<file path="src/rtl/sd_clk_pkg.sv">
`default_nettype none
// ============================================================================
// Module      : sd_clk_pkg
// Description : Shared types and constants for the SD card clock generator.
// Revision    : 1.0 - initial release
// ============================================================================
package sd_clk_pkg;

  // Clock generator FSM encoding
  typedef enum logic [1:0] {
    ST_IDLE = 2'd0,
    ST_HIGH = 2'd1,
    ST_LOW  = 2'd2
  } sd_clk_state_e;

  // System clock frequency the divisors are expressed against
  localparam int unsigned SYS_CLK_HZ = 50_000_000;

  // 400 kHz identification clock at 50 MHz
  localparam logic [15:0] DEF_INIT_DIV = 16'd125;

  // Shortest period that still yields one high and one low cycle
  localparam logic [15:0] DEF_MIN_DIV = 16'd2;

endpackage : sd_clk_pkg
`default_nettype wire

</file>
<file path="src/rtl/sd_clk_generator_if.sv">
`default_nettype none
// ============================================================================
// Module      : sd_clk_generator_if
// Description : Control/status bundle between the divide-count source, the
//               SD clock generator and the SD bus front end.
// Revision    : 1.0 - initial release
// ============================================================================
interface sd_clk_generator_if;

  logic        en;
  logic [16:0] div_in;
  logic        sd_clk;
  logic        rise_stb;
  logic        fall_stb;
  logic        running;
  logic [15:0] div_active;

  // Side that requests the clock and supplies the divisor
  modport master (
    output en,
    output div_in,
    input  sd_clk,
    input  rise_stb,
    input  fall_stb,
    input  running,
    input  div_active
  );

  // The clock generator itself
  modport slave (
    input  en,
    input  div_in,
    output sd_clk,
    output rise_stb,
    output fall_stb,
    output running,
    output div_active
  );

endinterface : sd_clk_generator_if
`default_nettype wire

</file>
<file path="src/rtl/sd_clk_generator_reg.sv">
`default_nettype none
// ============================================================================
// Module      : sd_clk_generator_reg
// Description : Load-enabled holding register with synchronous active-low
//               reset to a configurable value.
// Revision    : 1.0 - initial release
// ============================================================================
module sd_clk_generator_reg #(
  parameter int unsigned       WIDTH     = 16,
  parameter logic [WIDTH-1:0] RESET_VAL = '0
) (
  input  wire logic             clk,
  input  wire logic             reset,
  input  wire logic             load,
  input  wire logic [WIDTH-1:0] d,
  output logic      [WIDTH-1:0] q
);

  logic [WIDTH-1:0] r_q;

  // Capture d when load is asserted; reset restores the default value
  always_ff @(posedge clk) begin
    if (!reset) begin
      r_q <= RESET_VAL;
    end else if (load) begin
      r_q <= d;
    end
  end

  assign q = r_q;

endmodule : sd_clk_generator_reg
`default_nettype wire

</file>
<file path="src/rtl/sd_clk_generator.sv">
`default_nettype none
// ============================================================================
// Module      : sd_clk_generator
// Description : Glitch-free SD card clock with rise/fall strobes. The period
//               is selected from div_in (or INIT_DIV), clamped to MIN_DIV and
//               latched only at the start of each period; the clock always
//               completes its current period and stops low.
// Revision    : 1.0 - initial release
// ============================================================================
module sd_clk_generator
  import sd_clk_pkg::*;
#(
  parameter logic [15:0] INIT_DIV = DEF_INIT_DIV,
  parameter logic [15:0] MIN_DIV  = DEF_MIN_DIV
) (
  input  wire logic           clk,
  input  wire logic           reset,
  sd_clk_generator_if.slave   bus
);

  sd_clk_state_e r_state;
  logic [15:0]   r_cnt;
  logic          r_sd_clk;
  logic          r_rise_stb;
  logic          r_fall_stb;
  logic          r_running;

  logic [15:0]   w_sel;
  logic [15:0]   w_period;
  logic [15:0]   w_high_new;
  logic [15:0]   w_low_len;
  logic [15:0]   w_div_active;
  logic          w_cnt_last;
  logic          w_start;

  // Divisor select and clamp, evaluated every cycle but only used at a rise
  assign w_sel      = bus.div_in[16] ? bus.div_in[15:0] : INIT_DIV;
  assign w_period   = (w_sel < MIN_DIV) ? MIN_DIV : w_sel;
  assign w_high_new = w_period >> 1;

  // Low phase takes the odd cycle, and comes from the period already latched
  assign w_low_len  = w_div_active - (w_div_active >> 1);

  assign w_cnt_last = (r_cnt == 16'd1);

  // A new period begins from IDLE, or seamlessly at the end of LOW
  assign w_start    = bus.en &&
                      ((r_state == ST_IDLE) ||
                       ((r_state == ST_LOW) && w_cnt_last));

  sd_clk_generator_reg #(
    .WIDTH     (16),
    .RESET_VAL (INIT_DIV)
  ) u_div_active_reg (
    .clk   (clk),
    .reset (reset),
    .load  (w_start),
    .d     (w_period),
    .q     (w_div_active)
  );

  // Phase FSM with down-counter; all outputs registered
  always_ff @(posedge clk) begin
    if (!reset) begin
      r_state    <= ST_IDLE;
      r_cnt      <= 16'd0;
      r_sd_clk   <= 1'b0;
      r_rise_stb <= 1'b0;
      r_fall_stb <= 1'b0;
      r_running  <= 1'b0;
    end else begin
      r_rise_stb <= 1'b0;
      r_fall_stb <= 1'b0;
      case (r_state)
        ST_IDLE: begin
          if (bus.en) begin
            r_state    <= ST_HIGH;
            r_cnt      <= w_high_new;
            r_sd_clk   <= 1'b1;
            r_rise_stb <= 1'b1;
            r_running  <= 1'b1;
          end
        end
        ST_HIGH: begin
          if (w_cnt_last) begin
            r_state    <= ST_LOW;
            r_cnt      <= w_low_len;
            r_sd_clk   <= 1'b0;
            r_fall_stb <= 1'b1;
          end else begin
            r_cnt <= r_cnt - 16'd1;
          end
        end
        ST_LOW: begin
          if (w_cnt_last) begin
            if (bus.en) begin
              r_state    <= ST_HIGH;
              r_cnt      <= w_high_new;
              r_sd_clk   <= 1'b1;
              r_rise_stb <= 1'b1;
            end else begin
              r_state   <= ST_IDLE;
              r_cnt     <= 16'd0;
              r_running <= 1'b0;
            end
          end else begin
            r_cnt <= r_cnt - 16'd1;
          end
        end
        default: begin
          r_state   <= ST_IDLE;
          r_cnt     <= 16'd0;
          r_sd_clk  <= 1'b0;
          r_running <= 1'b0;
        end
      endcase
    end
  end

  assign bus.sd_clk     = r_sd_clk;
  assign bus.rise_stb   = r_rise_stb;
  assign bus.fall_stb   = r_fall_stb;
  assign bus.running    = r_running;
  assign bus.div_active = w_div_active;

endmodule : sd_clk_generator
`default_nettype wire

</file>
<file path="src/flat_wrapper.sv">
// flat-port wrapper written by rule: the top's interface ports become plain ports
module sd_clk_generator_flat import sd_clk_pkg::*;
#(
  parameter logic [15:0] INIT_DIV = DEF_INIT_DIV,
  parameter logic [15:0] MIN_DIV  = DEF_MIN_DIV
)
  (clk, reset, bus_en, bus_div_in, bus_sd_clk, bus_rise_stb, bus_fall_stb, bus_running, bus_div_active);
  sd_clk_generator_if bus_i ();
  input  wire logic clk;
  input  wire logic reset;
  input wire logic [$bits(bus_i.en)-1:0] bus_en;
  input wire logic [$bits(bus_i.div_in)-1:0] bus_div_in;
  output wire logic [$bits(bus_i.sd_clk)-1:0] bus_sd_clk;
  output wire logic [$bits(bus_i.rise_stb)-1:0] bus_rise_stb;
  output wire logic [$bits(bus_i.fall_stb)-1:0] bus_fall_stb;
  output wire logic [$bits(bus_i.running)-1:0] bus_running;
  output wire logic [$bits(bus_i.div_active)-1:0] bus_div_active;
  assign bus_i.en = bus_en;
  assign bus_i.div_in = bus_div_in;
  assign bus_sd_clk = bus_i.sd_clk;
  assign bus_rise_stb = bus_i.rise_stb;
  assign bus_fall_stb = bus_i.fall_stb;
  assign bus_running = bus_i.running;
  assign bus_div_active = bus_i.div_active;
  sd_clk_generator #(.INIT_DIV(INIT_DIV), .MIN_DIV(MIN_DIV)) u_core (.clk(clk), .reset(reset), .bus(bus_i));
endmodule
</file>
<file path="config.mk">
export PLATFORM = sky130hd
export DESIGN_NAME = sd_clk_generator_flat
export DESIGN_NICKNAME = d
export VERILOG_FILES = /design/src/rtl/sd_clk_pkg.sv /design/src/rtl/sd_clk_generator_if.sv /design/src/rtl/sd_clk_generator_reg.sv /design/src/rtl/sd_clk_generator.sv /design/src/flat_wrapper.sv
export SDC_FILE = /design/constraint.sdc
export NUM_CORES = 1
export LEC_CHECK = 0
export ABC_CLOCK_PERIOD_IN_PS = 2200
export CAP_MARGIN = 5
export CORE_ASPECT_RATIO = 1.4
export CORE_MARGIN = 2
export CORE_UTILIZATION = 51
export DETAILED_ROUTE_END_ITERATION = 8
export HOLD_SLACK_MARGIN = 0.05
export PLACE_DENSITY_LB_ADDON = 0.1
export SYNTH_ARGS = -nofsm -noshare
export SYNTH_HDL_FRONTEND = slang
export SYNTH_SLANG_ARGS = --single-unit
</file>
<file path="constraint.sdc">
create_clock -name clk -period 2.2 [get_ports clk]
set_input_delay 0.22 -clock clk [delete_from_list [all_inputs] [get_ports clk]]
set_output_delay 0.22 -clock clk [all_outputs]
set_load 0.01 [all_outputs]
</file>
Word-level counts from Yosys, hierarchy flattened
Cells that the tools add are included.
{"block": "op_classes", "addsub": 2, "magnitude_cmp": 1, "n_eq_ne": 7, "mux": 24, "bitwise": 1, "n_reduce_logical": 8}
{"op": "2-to-1 mux 16 bit", "n": 5}
{"op": "case mux 16 bit (3 select lines)", "n": 1}
{"op": "equality test 16 x 1 -> 1 bit (second input constant)", "n": 1}
{"op": "< comparator 16 x 2 -> 1 bit (second input constant)", "n": 1}
{"op": "subtractor 16 x 1 -> 16 bit (second input constant)", "n": 1}
{"op": "subtractor 16 x 15 -> 16 bit", "n": 1}
{"op": "2-to-1 mux 15 bit", "n": 1}
{"op": "2-to-1 mux 1 bit", "n": 10}
{"op": "2-to-1 mux 2 bit", "n": 3}
{"op": "case mux 1 bit (3 select lines)", "n": 2}
{"op": "case mux 2 bit (3 select lines)", "n": 1}
{"op": "inequality test 2 x 1 -> 1 bit (second input constant)", "n": 2}
{"op": "inequality test 2 bit (second input constant)", "n": 2}
{"op": "AND reduction 2 bit", "n": 2}
{"op": "AND reduction 4 bit", "n": 1}
{"op": "AND reduction 3 bit", "n": 1}
{"op": "equality test 2 x 1 -> 1 bit (second input constant)", "n": 1}
{"op": "equality test 2 bit (second input constant)", "n": 1}
{"op": "logical AND 1 bit", "n": 2}
{"op": "zero test 2 bit", "n": 1}
{"op": "case mux 1 bit (2 select lines)", "n": 1}
{"op": "logical OR 1 bit", "n": 1}
{"op": "inverter 1 bit", "n": 1}
{"block": "word_totals", "ff_bits": 38, "input_bits": 20, "output_inout_bits": 20, "word_cells": 50}

Depth between registers and ports, before layout
{"block": "depth", "ltp_word": 6, "depth_mapped": 10, "depth_no_buf": 9}

Cells and area by module
Synthesis repeated with hierarchy kept, for this count alone.
{"block": "unflattened", "hier_cells": 432, "hier_area_um2": 3320.7}
{"mod": "sd_clk_generator", "instances": 1, "cells_per_inst": 381, "area_per_inst_um2": 2720.1, "seq_area_each_um2": 440.4}
{"mod": "sd_clk_generator_reg", "instances": 1, "cells_per_inst": 51, "area_per_inst_um2": 600.6, "seq_area_each_um2": 320.3}

Least setup slack after synthesis
OpenSTA, ideal clock, no wires.
{"block": "synth_path", "kind": "register to register", "from": "register u_core.r_cnt[1]", "to": "register u_core.r_cnt[14]", "setup_time_ps": 122, "arrival_ps": 2186, "t_required_ps": 2078, "slack_ps": -107, "stages_incl_launch_ff": 9, "path_buffers": 0, "period_less_slack_ps": 2307, "cell_sequence": "dfxtp_1 -> inv_1 -> ha_1 -> or3b_4 -> or4_4 -> or4_4 -> o21a_1 -> o22ai_1 -> a21oi_1"}
{"block": "synth_between", "elab_chain_len": 3, "word_cells_on_any_way": 5, "cone_classes": "add/sub: 1; eq/ne: 1; mux: 3"}
{"element": "start, declared", "line": "sd_clk_generator.sv:22", "text": "logic [15:0] r_cnt;"}
{"element": "start signal, assigned", "line": "sd_clk_generator.sv:78", "text": "r_cnt <= w_high_new;"}
{"element": "start signal, assigned", "line": "sd_clk_generator.sv:87", "text": "r_cnt <= w_low_len;"}
{"element": "start signal, assigned", "line": "sd_clk_generator.sv:91", "text": "r_cnt <= r_cnt - 16'd1;"}
{"element": "subtractor 16 x 1 -> 16 bit / equality test 16 x 1 -> 1 bit (equally long branches)", "line": "sd_clk_generator.sv:91, sd_clk_generator.sv:107, sd_clk_generator.sv:44"}
{"element": "2-to-1 mux 16 bit (on tied branches)", "line": "sd_clk_generator.sv:95, sd_clk_generator.sv:85"}
{"element": "case mux 16 bit (3 select lines) *", "line": "sd_clk_generator.sv:74", "text": "case (r_state)"}
Every way passes the cells marked *; elsewhere a longest branch is shown, timed or not.
A chain may end at the register's enable or synchronous reset.

Worst setup path after layout
{"block": "layout_path", "from": "register u_core.r_cnt[0]", "to": "register u_core.r_cnt[14]"}
Same word-level chain as after synthesis.

==> results_dict.tcl <==
set metrics [dict create \
    status "finished, violations left" \
    failed_checks "negative setup slack" \
    p_leak_nw 1.89 \
    die_w_um 70.9 \
    hold_path_depth 2 \
    relSlewSlack_pct 58.9 \
    grt_use_met1_pct 41.4 \
    first_iter_violations 406 \
    async_flop_share_pct 0 \
    dr.pass1.iters 6 \
    ios 40 \
    cts_buffers 5 \
    gr-max-usage-layer "met2" \
    cts_tree "yes" \
    syn_area_per_cell_um2 7.30 \
    grt.met3_usage_pct 3.73 \
    vias_per_cell 6.21 \
    dp_cells 605 \
    hp-start "u_core.u_div_active_reg.q[10]" \
    clk_latency_ps 300 \
    io_buffer_count 39 \
    path_buf_inv 1 \
    die_h_um 97.7 \
    dp.final_hpwl_um 8610 \
    critical-path-max-stage-delay_ps 480 \
    reg2reg_from "u_core.r_cnt[0]" \
    floorplan.initialDensity_pct 52.2 \
    syn_inst 438 \
    synth_edf_count 0 \
    finalCriticalPeriod_ps 2300 \
    cp.depth 8 \
    clkSinkCount 38 \
    cp_slowest_cell "or4_4" \
    yosys_warnings 0 \
    hp-class "reg -> reg" \
    grt_usage_pct 32.8 \
    max_cap_violations 0 \
    critPathArrivalTime_ps 2500 \
    worst_pin_slew_ps 616 \
    fin_skew_ps 10.7 \
    clockBufferDepth 2 \
    maxSlewViolCount 0 \
    gp_congestion 0.998 \
    setup_slack_ps -103 \
    setup_tns_ps -149 \
    diodes 0 \
    fin_nets 580 \
    hold_end "u_core.u_div_active_reg.q[10]" \
    timing.rr.end "u_core.r_cnt[14]" \
    synth_area_mm2 0.00320 \
    fin_crit_sh_pct 105 \
    drive_gt1_share_pct 22.1 \
    reg2reg_depth 8 \
    clk_pin_slew_ps 90 \
    cts_hold_buf 0 \
    hold_viol_final 0 \
    synthFlopType "dfxtp_1" \
    postRouteAntennaNets 0 \
    num-fill-cells 503 \
    final_cells 615 \
    ys_seq_area_share_pct 23.8 \
    crit_path_frequent_cell "or4_4" \
    die_area_mm2 0.00692 \
    placeableCoreArea_mm2 0.00613 \
    drc 0 \
    max_clock_freq_mhz 434 \
    grt_start_max_net_pins 20 \
    crit_fanout 5 \
    cp-end-kind "register" \
    met2_usage_pct 55.4 \
    routedWlPerCell_um 18.1 \
    setup_viol 5 \
    ys_ff_latch 38 \
    path_cells "inv_2, ha_4, or3b_4, or4_4, or4_4, o21a_1, o22ai_1, a21oi_1" \
    rows 34 \
    cts_root_buf "clkbuf_8" \
    grt.overflow.total 0 \
    crit_type "reg -> reg" \
    routed_wl_um 11200 \
    cts_htree_levels 2 \
    antenna_found_initial 0 \
    grt_pass1_vias 3650 \
    ir_drop_v 0.000417 \
    rsz0062_at_grt "yes" \
    vias 3819 \
    powerDensity_mw_per_mm2 672 \
    synth_cell_types 63 \
    grt_pass1_wl_um 18100 \
    ff2ff_setup_slack_ps -100 \
    area.growth.synth_to_final_pct 38.3 \
    cp.required_ps 2400 \
    crit_family "simple AND/OR/NAND/NOR gates" \
    cp-start-kind "register" \
    syn-num-nets 476 \
]
power breakdown:
part / leakage (nW) / switching (mW) / total (mW) / internal [mW]
logic: 1.50 / 0.710 / 1.39 / 0.677
registers: 0.312 / 0.0682 / 0.818 / 0.750
clock network: 0.0714 / 0.279 / 0.763 / 0.484
total: 1.89 / 1.06 / 2.97 / 1.91
repair_timing:
action / in CTS / in global routing
resized for setup: 10 / 13
setup endpoints to repair: 6 / 27
pin swaps: 1 / 1
buffers inserted: 2 / 0
layer usage:
layer | up-vias | wire [um]
met1 | 1762 | 4580
met5 | - | 0
li1 | 1832 | -
met2 | 185 | 5420
met4 | 0 | 465
met3 | 40 | 692
final cells by class:
cell class	count	area [um^2]	area share [%]
Clock buffer	6	82.6	1.87
Tap cell	72	90.1	2.04
Sequential cell	38	762	17.2
Timing Repair Buffer	120	1040	23.4
Multi-Input combinational cell	350	2290	51.7
Inverter	27	101	2.29
Clock inverter	2	60.1	1.36
how the worst max path moves through the flow:
stage / startpoint / endpoint / slack (ps)
6_report: u_core.r_cnt[0] / u_core.r_cnt[14] / -100
5_1_grt: u_core.r_cnt[0] / u_core.r_cnt[14] / -200
4_1_cts: u_core.r_cnt[0] / u_core.r_cnt[14] / -100
3_5_place_dp: u_core.r_cnt[0] / u_core.r_cnt[14] / -140
3_3_place_gp: u_core.r_cnt[0] / u_core.r_cnt[14] / -110
2_1_floorplan: u_core.r_cnt[0] / u_core.r_cnt[14] / -90
per-stage QoR:
step           util [%]  instance area, um^2  power [mW]  hold WS [ps]  setup slack, ps
4_1_cts            71.1                 4360        2.92           498             -100
3_5_place_dp       67.8                 4150        2.10           485             -140
6_report           72.1                 4420        2.97           495             -103
3_3_place_gp       67.8                 4150        2.08           480             -111
5_1_grt            72.1                 4420        3.13           533             -196
2_1_floorplan         -                 3200        1.59           383            -85.9
worst register-to-register path: cells and delay by family, from the launching register on:
family          cells  cell delay [ps]
buf+inv             1               70
fa+ha+maj           1              130
simple gates        3             1290
compound gates      3              370
flops               1              330
registers in the layout, summed over array words and instances, names as in the netlist:
signal / count
u_core.bus.sd_clk: 1
u_core.bus.running: 1
u_core.bus.rise_stb: 1
u_core.r_state: 2
u_core.bus.fall_stb: 1
u_core.u_div_active_reg.q: 16
u_core.r_cnt: 16
cells in the mapped netlist (3+ instances only):
master,instances,share of area [%]
a211o_1,3,0.82
a21o_1,4,0.94
a21oi_1,47,7.4
a22o_1,3,0.82
a31o_2,3,0.82
a31oi_1,11,2.2
and3_1,10,2.0
and4_1,4,1.1
clkbuf_1,14,1.6
clkbuf_8,3,1.3
dfxtp_1,38,24
ha_1,17,6.7
inv_1,27,3.2
nand2_1,46,5.4
nand2b_1,8,1.6
nand3_1,23,3.6
nand4_1,5,0.98
nor2_1,30,3.5
nor2b_1,5,0.98
nor3_1,11,1.7
nor4_1,7,1.4
nor4b_1,5,1.4
o211ai_1,14,3.3
o21a_1,3,0.70
o21ai_0,27,4.2
o22ai_1,5,0.98
o31ai_1,4,0.94
xnor2_1,7,1.9
xor2_1,8,2.2
kinds of logic after synthesis:
kind of cell	synth area share (%)
buffers and inverters	7.60
muxes	0.979
adders and majority gates	7.28
xor gates and xnor gates	4.11
AOI/OAI and AO/OA	28.5
and+or+nand+nor	27.8
DFF	23.8
cell usage in the layout (no fill, tap or decap), drive strengths merged, types with 3 or more instances in the layout:
cell type | synthesis | routed
a31o | 3 | 3
a22o | 3 | 3
nand3 | 23 | 23
o31ai | 4 | 4
nor3 | 11 | 11
and3 | 10 | 10
a31oi | 11 | 11
a21oi | 47 | 47
o21ai | 28 | 28
nor2 | 30 | 30
nor4 | 8 | 8
nand2 | 46 | 46
clkbuf | 18 | 6
o211ai | 14 | 14
nor4b | 5 | 5
dfxtp | 38 | 38
xor2 | 8 | 8
ha | 17 | 17
and4 | 4 | 4
o22ai | 5 | 5
xnor2 | 7 | 7
or3 | 4 | 4
or4 | 3 | 3
a211o | 3 | 3
o21a | 3 | 3
a21o | 4 | 4
nand2b | 8 | 8
buf | 5 | 81
nand4 | 5 | 5
clkdlybuf4s50 | 0 | 39
nor2b | 5 | 5
inv | 27 | 27
(Power assumes the default switching activity.)
